<file path="config.mk">
export PLATFORM = sky130hd
export DESIGN_NAME = unit_rr_arbiter_flat
export DESIGN_NICKNAME = d
export VERILOG_FILES = /design/src/rtl/unit_rr_arbiter_if.sv /design/src/rtl/unit_rr_arbiter.sv /design/src/flat_wrapper.sv
export SDC_FILE = /design/constraint.sdc
export NUM_CORES = 1
export LEC_CHECK = 0
export CAP_MARGIN = 40
export CORE_MARGIN = 4
export CORE_UTILIZATION = 35
export DETAILED_ROUTE_END_ITERATION = 12
export PLACE_DENSITY = 0.63
export SETUP_SLACK_MARGIN = 0.2
export SLEW_MARGIN = 10
export SYNTH_ARGS = -nofsm -noshare
export SYNTH_HDL_FRONTEND = slang
export SYNTH_SLANG_ARGS = --single-unit
</file>
<file path="constraint.sdc">
create_clock -name clk -period 1.65 [get_ports clk]
set_input_delay 0.165 -clock clk [delete_from_list [all_inputs] [get_ports clk]]
set_output_delay 0.165 -clock clk [all_outputs]
set_load 0.005 [all_outputs]
</file>
<file path="src/rtl/unit_rr_arbiter_if.sv">
// unit_rr_arbiter_if: request/response handshake bundle.
// req_*: N_REQ-wide valid/x/y in, one-hot ready out; rsp_*: id/z out, ready in.
interface unit_rr_arbiter_if #(
  parameter int N_REQ = 4,
  parameter int IDW   = 2
);
  logic [N_REQ-1:0] req_valid;
  logic [N_REQ-1:0] req_x;
  logic [N_REQ-1:0] req_y;
  logic [N_REQ-1:0] req_ready;
  logic             rsp_valid;
  logic [IDW-1:0]   rsp_id;
  logic             rsp_z;
  logic             rsp_ready;

  modport master (
    output req_valid,
    output req_x,
    output req_y,
    input  req_ready,
    input  rsp_valid,
    input  rsp_id,
    input  rsp_z,
    output rsp_ready
  );

  modport slave (
    input  req_valid,
    input  req_x,
    input  req_y,
    output req_ready,
    output rsp_valid,
    output rsp_id,
    output rsp_z,
    input  rsp_ready
  );
endinterface

</file>
<file path="src/rtl/unit_rr_arbiter.sv">
// unit_rr_arbiter: round-robin sharing of one x/y->z unit among N_REQ users.
// Ports: clk, rst_n, bus (slave), unit_x/unit_y out, unit_z in, busy, grant_count.
module unit_rr_arbiter #(
  parameter int N_REQ    = 4,
  parameter int UNIT_LAT = 1,
  parameter int IDW      = 2
) (
  input  logic                clk,
  input  logic                rst_n,
  unit_rr_arbiter_if.slave    bus,
  output logic                unit_x,
  output logic                unit_y,
  input  logic                unit_z,
  output logic                busy,
  output logic [7:0]          grant_count
);

  localparam int CW = (UNIT_LAT > 1) ? $clog2(UNIT_LAT) : 1;
  localparam logic [CW-1:0] CNT_INIT = CW'(UNIT_LAT - 1);
  localparam logic [IDW-1:0] PTR_RST = IDW'(N_REQ - 1);
  localparam logic [IDW:0] N_WIDE = (IDW+1)'(N_REQ);

  typedef enum logic [1:0] {
    IDLE,
    WAIT,
    RESP
  } state_t;

  state_t           state_q;
  state_t           state_d;
  logic [IDW-1:0]   ptr_q;
  logic [IDW-1:0]   id_q;
  logic [CW-1:0]    cnt_q;
  logic             rsp_valid_q;
  logic [IDW-1:0]   rsp_id_q;
  logic             rsp_z_q;

  logic [IDW-1:0]   win;
  logic             found;
  logic [N_REQ-1:0] ready;
  logic             accept;
  logic             sample;
  logic             rsp_done;

  // Scan ptr+1 .. ptr+N_REQ; the last step lands back on ptr itself.
  always_comb begin
    logic [IDW:0] sum;
    found = 1'b0;
    win   = '0;
    sum   = '0;
    for (int k = 1; k <= N_REQ; k++) begin
      sum = {1'b0, ptr_q} + (IDW+1)'(k);
      if (sum >= N_WIDE) begin
        sum = sum - N_WIDE;
      end
      if (!found && bus.req_valid[sum[IDW-1:0]]) begin
        found = 1'b1;
        win   = sum[IDW-1:0];
      end
    end
  end

  always_comb begin
    ready = '0;
    if (rst_n && state_q == IDLE && found) begin
      ready[win] = 1'b1;
    end
  end

  assign bus.req_ready = ready;
  assign accept        = (state_q == IDLE) && found;

  always_ff @(posedge clk or negedge rst_n) begin
    if (!rst_n) begin
      state_q <= IDLE;
    end else begin
      state_q <= state_d;
    end
  end

  always_comb begin
    state_d  = state_q;
    sample   = 1'b0;
    rsp_done = 1'b0;
    unique case (state_q)
      IDLE: begin
        if (accept) begin
          state_d = WAIT;
        end
      end
      WAIT: begin
        if (cnt_q == '0) begin
          sample  = 1'b1;
          state_d = RESP;
        end
      end
      RESP: begin
        if (rsp_valid_q && bus.rsp_ready) begin
          rsp_done = 1'b1;
          state_d  = IDLE;
        end
      end
      default: begin
        state_d = IDLE;
      end
    endcase
  end

  always_ff @(posedge clk or negedge rst_n) begin
    if (!rst_n) begin
      unit_x      <= 1'b0;
      unit_y      <= 1'b0;
      id_q        <= '0;
      ptr_q       <= PTR_RST;
      cnt_q       <= '0;
      grant_count <= '0;
    end else if (accept) begin
      unit_x      <= bus.req_x[win];
      unit_y      <= bus.req_y[win];
      id_q        <= win;
      ptr_q       <= win;
      cnt_q       <= CNT_INIT;
      grant_count <= grant_count + 8'd1;
    end else if (state_q == WAIT && cnt_q != '0) begin
      cnt_q <= cnt_q - CW'(1);
    end
  end

  always_ff @(posedge clk or negedge rst_n) begin
    if (!rst_n) begin
      rsp_valid_q <= 1'b0;
      rsp_id_q    <= '0;
      rsp_z_q     <= 1'b0;
    end else if (sample) begin
      rsp_valid_q <= 1'b1;
      rsp_id_q    <= id_q;
      rsp_z_q     <= unit_z;
    end else if (rsp_done) begin
      rsp_valid_q <= 1'b0;
    end
  end

  assign bus.rsp_valid = rsp_valid_q;
  assign bus.rsp_id    = rsp_id_q;
  assign bus.rsp_z     = rsp_z_q;
  assign busy          = (state_q != IDLE);

endmodule

</file>
<file path="src/flat_wrapper.sv">
// flat-port wrapper written by rule: the top's interface ports become plain ports
module unit_rr_arbiter_flat 
#(
  parameter int N_REQ    = 4,
  parameter int UNIT_LAT = 1,
  parameter int IDW      = 2
)
  (clk, rst_n, unit_x, unit_y, unit_z, busy, grant_count, bus_req_valid, bus_req_x, bus_req_y, bus_req_ready, bus_rsp_valid, bus_rsp_id, bus_rsp_z, bus_rsp_ready);
  unit_rr_arbiter_if #(.N_REQ(N_REQ), .IDW(IDW)) bus_i ();
  input  logic clk;
  input  logic rst_n;
  output logic unit_x;
  output logic unit_y;
  input  logic unit_z;
  output logic busy;
  output logic [7:0] grant_count;
  input wire logic [$bits(bus_i.req_valid)-1:0] bus_req_valid;
  input wire logic [$bits(bus_i.req_x)-1:0] bus_req_x;
  input wire logic [$bits(bus_i.req_y)-1:0] bus_req_y;
  output wire logic [$bits(bus_i.req_ready)-1:0] bus_req_ready;
  output wire logic [$bits(bus_i.rsp_valid)-1:0] bus_rsp_valid;
  output wire logic [$bits(bus_i.rsp_id)-1:0] bus_rsp_id;
  output wire logic [$bits(bus_i.rsp_z)-1:0] bus_rsp_z;
  input wire logic [$bits(bus_i.rsp_ready)-1:0] bus_rsp_ready;
  assign bus_i.req_valid = bus_req_valid;
  assign bus_i.req_x = bus_req_x;
  assign bus_i.req_y = bus_req_y;
  assign bus_req_ready = bus_i.req_ready;
  assign bus_rsp_valid = bus_i.rsp_valid;
  assign bus_rsp_id = bus_i.rsp_id;
  assign bus_rsp_z = bus_i.rsp_z;
  assign bus_i.rsp_ready = bus_rsp_ready;
  unit_rr_arbiter #(.N_REQ(N_REQ), .UNIT_LAT(UNIT_LAT), .IDW(IDW)) u_core (.clk(clk), .rst_n(rst_n), .bus(bus_i), .unit_x(unit_x), .unit_y(unit_y), .unit_z(unit_z), .busy(busy), .grant_count(grant_count));
endmodule
</file>
==> summary.md <==
| Metric | Value |
|---|---|
| Worst Skew | `0.00373 ns` |
| Yosys warning count | `0` |
| Worst skew pair latency | `0.30 ns` |
| Row count | `19` |
| Combinational cell fraction of total power | `62.0%` |
| Register area share after synthesis | `50.3%` |
| Number of global-route vias before repair | `949` |
| Fmax | `520 MHz` |
| Share of cells above drive strength 1 | `45.2%` |
| Largest family of logic cells by synthesized area | `simple AND/OR/NAND/NOR gates` |
| Crit path top cell by count | `buf_4` |
| Pwr Density | `1740 nW/um2` |
| Clock Tree Buf Depth | `2` |
| Worst Path Required | `1.48 ns` |
| Met2 routed WL | `1.32 mm` |
| Final hold violation count | `0` |
| Post-Synth Simple-Gate Area | `18.2%` |
| Antenna violations before repair | `0` |
| DIE WIDTH | `62.8 um` |
| Slew @ Worst Pin | `0.320 ns` |
| RSZ-0062 raised after global routing | `true` |
| Post-synthesis mux area share | `6.08%` |
| Largest net degree at the start of global routing | `22` |
| Unique masters post-synth | `33` |
| WS Path Type | `reg -> out` |
| Complex-gate fraction of the synthesized area | `16.1%` |
| Antenna Cells | `0` |
| Clock sinks | `21` |
| Root buffer cell | `clkbuf_4` |
| IO buf count | `34` |
| Initial DRC count | `29` |
| Register-to-Register Setup Slack | `-0.16 ns` |
| Pre-antenna DRT Iters | `4` |
| Met3 wire length | `141 um` |
| Post-place setup slack | `-0.532 ns` |
| Initial Util | `37.4%` |
| Clock-pin slew on the worst setup and hold paths | `0.12 ns` |
| Post-Syn Nets | `116` |
| Hold WC Path Type | `in -> async` |
| Global-route wire length before repair | `4.47 mm` |
| Final worst slack | `-0.274 ns` |
| IR drop worst, VDD | `0.00109 V` |
| Worst hold margin | `0.315 ns` |
| Total of max-cap violations | `0` |
| Net Sw Frac | `34.1%` |
| CP arrival | `1.76 ns` |
| Max H-tree Level | `1` |
| Area grow syn2layout | `68.1%` |
| DRC errors left | `0` |
| Hold Buf Count CTS | `0` |
| Post-synthesis cell count | `99` |
| Antenna Violating Nets Remaining | `0` |
| CP top delay family | `flip-flops` |
| CTS Buf Count | `3` |
| DP HPWL | `1.87 mm` |
| Worst path buffer plus inverter count | `4` |
| Met1 Wirelength | `1.22 mm` |
| Minimum clock period | `1.92 ns` |
| Via/cell ratio | `4.89` |
| Slowest-stage cell, CP | `dfstp_2` |
| Startpoint types | `flop` |
| Synthesized cell area | `1050 um2` |
| Leakage power total | `0.826 nW` |
| Core area | `2810 um2` |
| Max stage delay on crit path | `0.58 ns` |
| Drt wl/cell | `13.5 um` |
| Failing checks | `negative setup slack` |
| Tcrit/Tclk final | `117%` |
| Clock power share | `8.0%` |
| Ports | `35` |
| Top sig layer | `met4` |
| CTS tree | `built` |
| Run status | `finished, violations left` |
| Die area | `3940 um2` |
| Synth Register Bits | `21` |
| NetSw | `1.05 mW` |
| Design area | `1760 um2` |
| Adder-cell share of the synthesized area | `1.19%` |
| Final nets | `186` |
| DP Area | `1540 um2` |
| Critical Path Fanout Max | `4` |
| Die Y | `62.8 um` |
| Post-Syn Area per Cell | `10.6 um2` |
| GRT overflow | `0` |
| Final setup vio count | `6` |
| Detailed Route WL | `2.69 mm` |
| Cell internal pwr | `2.02 mW` |
| GRT Total Usage | `14.0%` |
| Worst Setup End Kind | `output port` |
| Final max-slew violation count | `0` |
| Seq pwr share | `30.0%` |
| Via count | `974` |
| XOR/XNOR share of the synthesized area | `5.84%` |
| Cells along the critical path | `buf_4, buf_4, a211oi_2, buf_4, nand3b_1, nor2_1, buf_2` |
| Relative slew margins | `78.6%` |
| Gpl congestion | `0.715` |
-- path summary, 6_finish.rpt --
| kind | start | to | cells after the start |
|---|---|---|---|
| max | u_core.ptr_q[1]$_DFFE_PN1P_ | bus_req_ready[1] | 7 |
| max reg2reg | u_core.ptr_q[1]$_DFFE_PN1P_ | u_core.unit_x$_DFFE_PN0P_ | 6 |
| min in group clk | unit_z | u_core.bus.rsp_z$_DFFE_PN0P_ | 2 |
| min reg2reg | u_core.grant_count[7]$_DFFE_PN0P_ | u_core.grant_count[7]$_DFFE_PN0P_ | 1 |
| min | rst_n | u_core.state_q[1]$_DFFE_PN0P_ | 2 |
| max in group asynchronous | rst_n | u_core.ptr_q[1]$_DFFE_PN1P_ | 2 |
-- worst register-to-register path, stage by stage, from the launching register on --
cell and delay (ns):
dfstp_2 0.58, mux2i_1 0.24, a2bb2oi_2 0.24, and2_4 0.21
buf_6 0.12, mux2i_2 0.22, a211oi_2 0.09
-- cell families after synthesis --
kind of cell | count (synthesis)
and+or+nand+nor | 37
DFF | 21
muxes | 6
adders and majority gates | 1
xor gates and xnor gates | 7
buffers and inverters | 5
AOI/OAI and AO/OA | 22
-- routing by layer --
metal | vias up | GRT usage, %
met5 | - | 0
met4 | 0 | 2.48
met3 | 2 | 4.86
met2 | 29 | 23.4
met1 | 460 | 17.5
li1 | 483 | -
-- placed cells by master, fill, tap and decap left out, types with 3 or more instances in the layout --
cell type / n
buf_4: 27
clkdlybuf4s50_1: 25
dfrtp_1: 19
nor2_1: 9
buf_6: 6
xnor2_1: 5
o21ai_0: 4
nand3_1: 4
nand2_1: 4
dlygate4sd2_1: 4
buf_2: 4
nor2_2: 3
a211oi_2: 3
and2_4: 3
a21o_1: 3
mux2_2: 3
clkbuf_4: 3
-- cell type report --
cell class                      instances  area [um2]
Multi-Input combinational cell         73         578
Sequential cell                        21         528
Clock buffer                            3        22.5
Tap cell                               31        38.8
Fill cell                             236        1040
Inverter                                3        11.3
Clock inverter                          1        5.00
Timing Repair Buffer                   67         581
-- power groups by stage --
stage	Clock (mW)	Sequential (mW)	Combinational, mW
2_1_floorplan	0	0.953	0.689
3_3_place_gp	0	0.938	1.41
3_5_place_dp	0	0.951	1.43
4_1_cts	0.258	0.940	1.57
5_1_grt	0.281	0.953	2.06
6_report	0.245	0.923	1.90
-- flip-flops by register name (all words and copies together), names as in the netlist --
register and count:
u_core.ptr_q 2, u_core.state_q 2, u_core.cnt_q 1, u_core.bus.rsp_valid 1, u_core.grant_count 8, u_core.id_q 2, u_core.bus.rsp_z 1, u_core.unit_y 1
u_core.unit_x 1, u_core.bus.rsp_id 2
-- Yosys cell counts --
library cell | count | area share [%]
buf_2 | 1 | 0.48
a211oi_1 | 3 | 2.1
dfstp_2 | 2 | 5.0
and3_4 | 1 | 1.1
a21o_1 | 3 | 2.1
mux2i_1 | 3 | 2.9
a2bb2oi_2 | 1 | 1.4
and2_4 | 2 | 1.7
o21a_1 | 1 | 0.72
a21boi_0 | 1 | 0.72
mux2_2 | 3 | 3.2
xor2_1 | 1 | 0.83
inv_1 | 3 | 1.1
a31o_2 | 2 | 1.7
nor2b_1 | 3 | 1.8
nand2b_1 | 1 | 0.60
dfrtp_1 | 19 | 45
buf_4 | 1 | 0.72
a211oi_2 | 2 | 2.4
or4_4 | 1 | 1.1
o21bai_2 | 1 | 1.1
and3_1 | 1 | 0.60
a21oi_1 | 4 | 1.9
and2_1 | 1 | 0.60
nand3_1 | 4 | 1.9
nor3_1 | 1 | 0.48
o21ai_0 | 4 | 1.9
ha_1 | 1 | 1.2
nor2_1 | 13 | 4.6
nand3b_1 | 1 | 0.72
nand2_2 | 1 | 0.60
nand2_1 | 7 | 2.5
xnor2_1 | 6 | 5.0
-- stage by stage --
stage          instances  TNS, ns  total power [mW]  utilization (%)
2_1_floorplan         99        0              1.64                -
3_3_place_gp         178    -5.00              2.35             54.8
3_5_place_dp         178    -5.46              2.38             54.8
4_1_cts              187    -1.40              2.77             57.6
5_1_grt              199    -1.87              3.29             62.9
6_report             199    -1.33              3.07             62.9
-- what timing repair did --
item	CTS	global route
pin swaps	9	8
setup buffers	5	12
endpoints found under the setup margin	22	24
resized for setup	33	18
Note: power is estimated with default switching activity, not from simulation.
==> patch (config.mk and constraints unchanged) <==
`UNIT_LAT` is set to 1 in 2 places; all go to 2.
--- a/src/rtl/unit_rr_arbiter.sv
+++ b/src/rtl/unit_rr_arbiter.sv
@@ -2,7 +2,7 @@
 // Ports: clk, rst_n, bus (slave), unit_x/unit_y out, unit_z in, busy, grant_count.
 module unit_rr_arbiter #(
   parameter int N_REQ    = 4,
-  parameter int UNIT_LAT = 1,
+  parameter int UNIT_LAT = 2,
   parameter int IDW      = 2
 ) (
   input  logic                clk,
--- a/src/flat_wrapper.sv
+++ b/src/flat_wrapper.sv
@@ -2,7 +2,7 @@
 module unit_rr_arbiter_flat 
 #(
   parameter int N_REQ    = 4,
-  parameter int UNIT_LAT = 1,
+  parameter int UNIT_LAT = 2,
   parameter int IDW      = 2
 )
   (clk, rst_n, unit_x, unit_y, unit_z, busy, grant_count, bus_req_valid, bus_req_x, bus_req_y, bus_req_ready, bus_rsp_valid, bus_rsp_id, bus_rsp_z, bus_rsp_ready);
Check against the original RTL: not equivalent (Yosys sat finds a counterexample within 4 cycles, from zero or initial values and one cycle with rst_n low).
==> patch against the original RTL <==
  * The run still ends with negative setup slack left
  * First-iteration DRC count is 52% higher
  * Via count increased by 5.6%
  * Sequential cell count is the same
  * Synthesized area rose by 1.3%
  * Wire length up 16%
  * Design area rose by 10%
  * Total power increased by 14%
  * Worst setup slack lost 0.074 ns
  * Largest power group unchanged
==> patch: results <==
set metrics [dict create \
    status "finished, violations left" \
    violations "negative setup slack" \
    synth.top_cells.by_count "19 x dfrtp_1, 13 x nor2_1, 8 x nand2_1" \
    tns_ns -2.128 \
    setup_viol 10 \
    worst_pin_slew_ns 0.3747 \
    dp_cells 184 \
    synth-seq-area-share_pct 49.65 \
    finalWorstSetupSlack_ns -0.3484 \
    irDropWorstVdd_v 0.001037 \
    synth_cells 102 \
    totalWireLength_mm 3.115 \
    hpwl_mm 1.992 \
    viasPerCell 4.923 \
    drt_iter0_drc 44 \
    track_usage_pct 15.78 \
    hold_slack_ns 0.2939 \
    synth_fp_nets 119 \
    synthTopCellsByArea "dfrtp_1 45%, dfstp_2 4.9%, xnor2_1 4.9%, nor2_1 4.6%, a211oi_1 3.5%" \
    worstPathMaxFanout 3 \
    firstDrtPassIters 4 \
    yosysUniqueCellTypes 33 \
    p_int_w 0.002271 \
    instances_no_fill 209 \
    reg2reg_from "u_core.ptr_q[1]$_DFFE_PN1P_" \
    drive_gt1_share_pct 48.88 \
    cp.arrival_ns 1.83 \
    ys_warn_count 0 \
    r2r_cells 10 \
    grt_pass1_wl_mm 5.043 \
    grt_max_degree 20 \
    gp_congestion 0.8311 \
    reg2reg_to "u_core.unit_y$_DFFE_PN0P_" \
    fin_worst_skew_ns 0.008483 \
    reg2reg_slack_ns -0.33 \
    first_global_vias 1105 \
    p_leak_nw 0.9191 \
]
-- patch: cell types whose count changed in the layout (fill, tap and decap cells not counted), sizes merged, moves of 2 or more --
cell,change
nor2b,-2
or2,+2
buf,+9
dlygate4sd2,-4
dlymetal6s2s,+3
-- patch: worst max path at each step --
stage | slack [ns] | start | cells past startpoint | to
floorplan | 0.06 | u_core.ptr_q[1]$_DFFE_PN1P_ | 6 | u_core.unit_x$_DFFE_PN0P_
global placement | -0.53 | bus_req_valid[0] | 8 | bus_req_ready[3]
detailed placement | -0.55 | bus_req_valid[0] | 8 | bus_req_ready[2]
CTS | -0.33 | u_core.ptr_q[1]$_DFFE_PN1P_ | 7 | bus_req_ready[2]
global route | -0.43 | u_core.ptr_q[1]$_DFFE_PN1P_ | 7 | bus_req_ready[2]
finish | -0.35 | u_core.ptr_q[1]$_DFFE_PN1P_ | 7 | bus_req_ready[1]
-- patch: cell type report --
class	instances	area, um^2
timing repair buffer	75	700.7
multi-input combinational	74	636.9
inverter	4	15.01
tap	31	38.79
clock inverter	1	5.005
sequential	21	528.0
fill	224	882.1
clock buffer	3	22.52
-- patch: metal layers --
layer,vias to the layer above,part of all wire (%),global-route usage [%]
li1,501,-,-
met1,492,41,17.83
met2,32,53,29.25
met3,4,5.4,5.506
met4,0,1.1,1.653
met5,-,0,0
-- patch: logic make-up (layout without fill, tap and decap cells) --
| logic type | count (synthesis) | in the layout | share of synthesized area [%] |
|---|---|---|---|
| xor gates and xnor gates | 7 | 7 | 5.765 |
| buffers and inverters | 7 | 83 | 3.999 |
| DFF | 21 | 21 | 49.65 |
| and+or+nand+nor | 37 | 37 | 17.41 |
| AOI/OAI and AO/OA | 23 | 23 | 16.00 |
| adders and majority gates | 1 | 1 | 1.176 |
| muxes | 6 | 6 | 6.000 |
-- patch: timing repair --
| action | in CTS | in global routing |
|---|---|---|
| resized for setup | 48 | 27 |
| pin swaps | 18 | 10 |
| hold buffers | 0 | 0 |
| setup buffers | 14 | 7 |
| endpoints found under the setup margin | 21 | 28 |
-- patch: power groups by stage --
stage	Combinational (W)	Clock, W	Sequential (W)
6_report	0.00230	0.000250	0.000938
5_1_grt	0.00247	0.000290	0.000962
4_1_cts	0.00194	0.000262	0.000939
3_5_place_dp	0.00148	0	0.000966
3_3_place_gp	0.00145	0	0.000957
2_1_floorplan	0.000693	0	0.000968
-- patch: stage by stage --
step | cell area (um^2) | setup slack (ns) | util, %
global route | 1947 | -0.4300 | 68.82
global placement | 1570 | -0.5304 | 55.51
CTS | 1780 | -0.3349 | 62.94
floorplan | 1069 | 0.06306 | -
finish | 1947 | -0.3484 | 68.82
detailed placement | 1570 | -0.5526 | 55.51
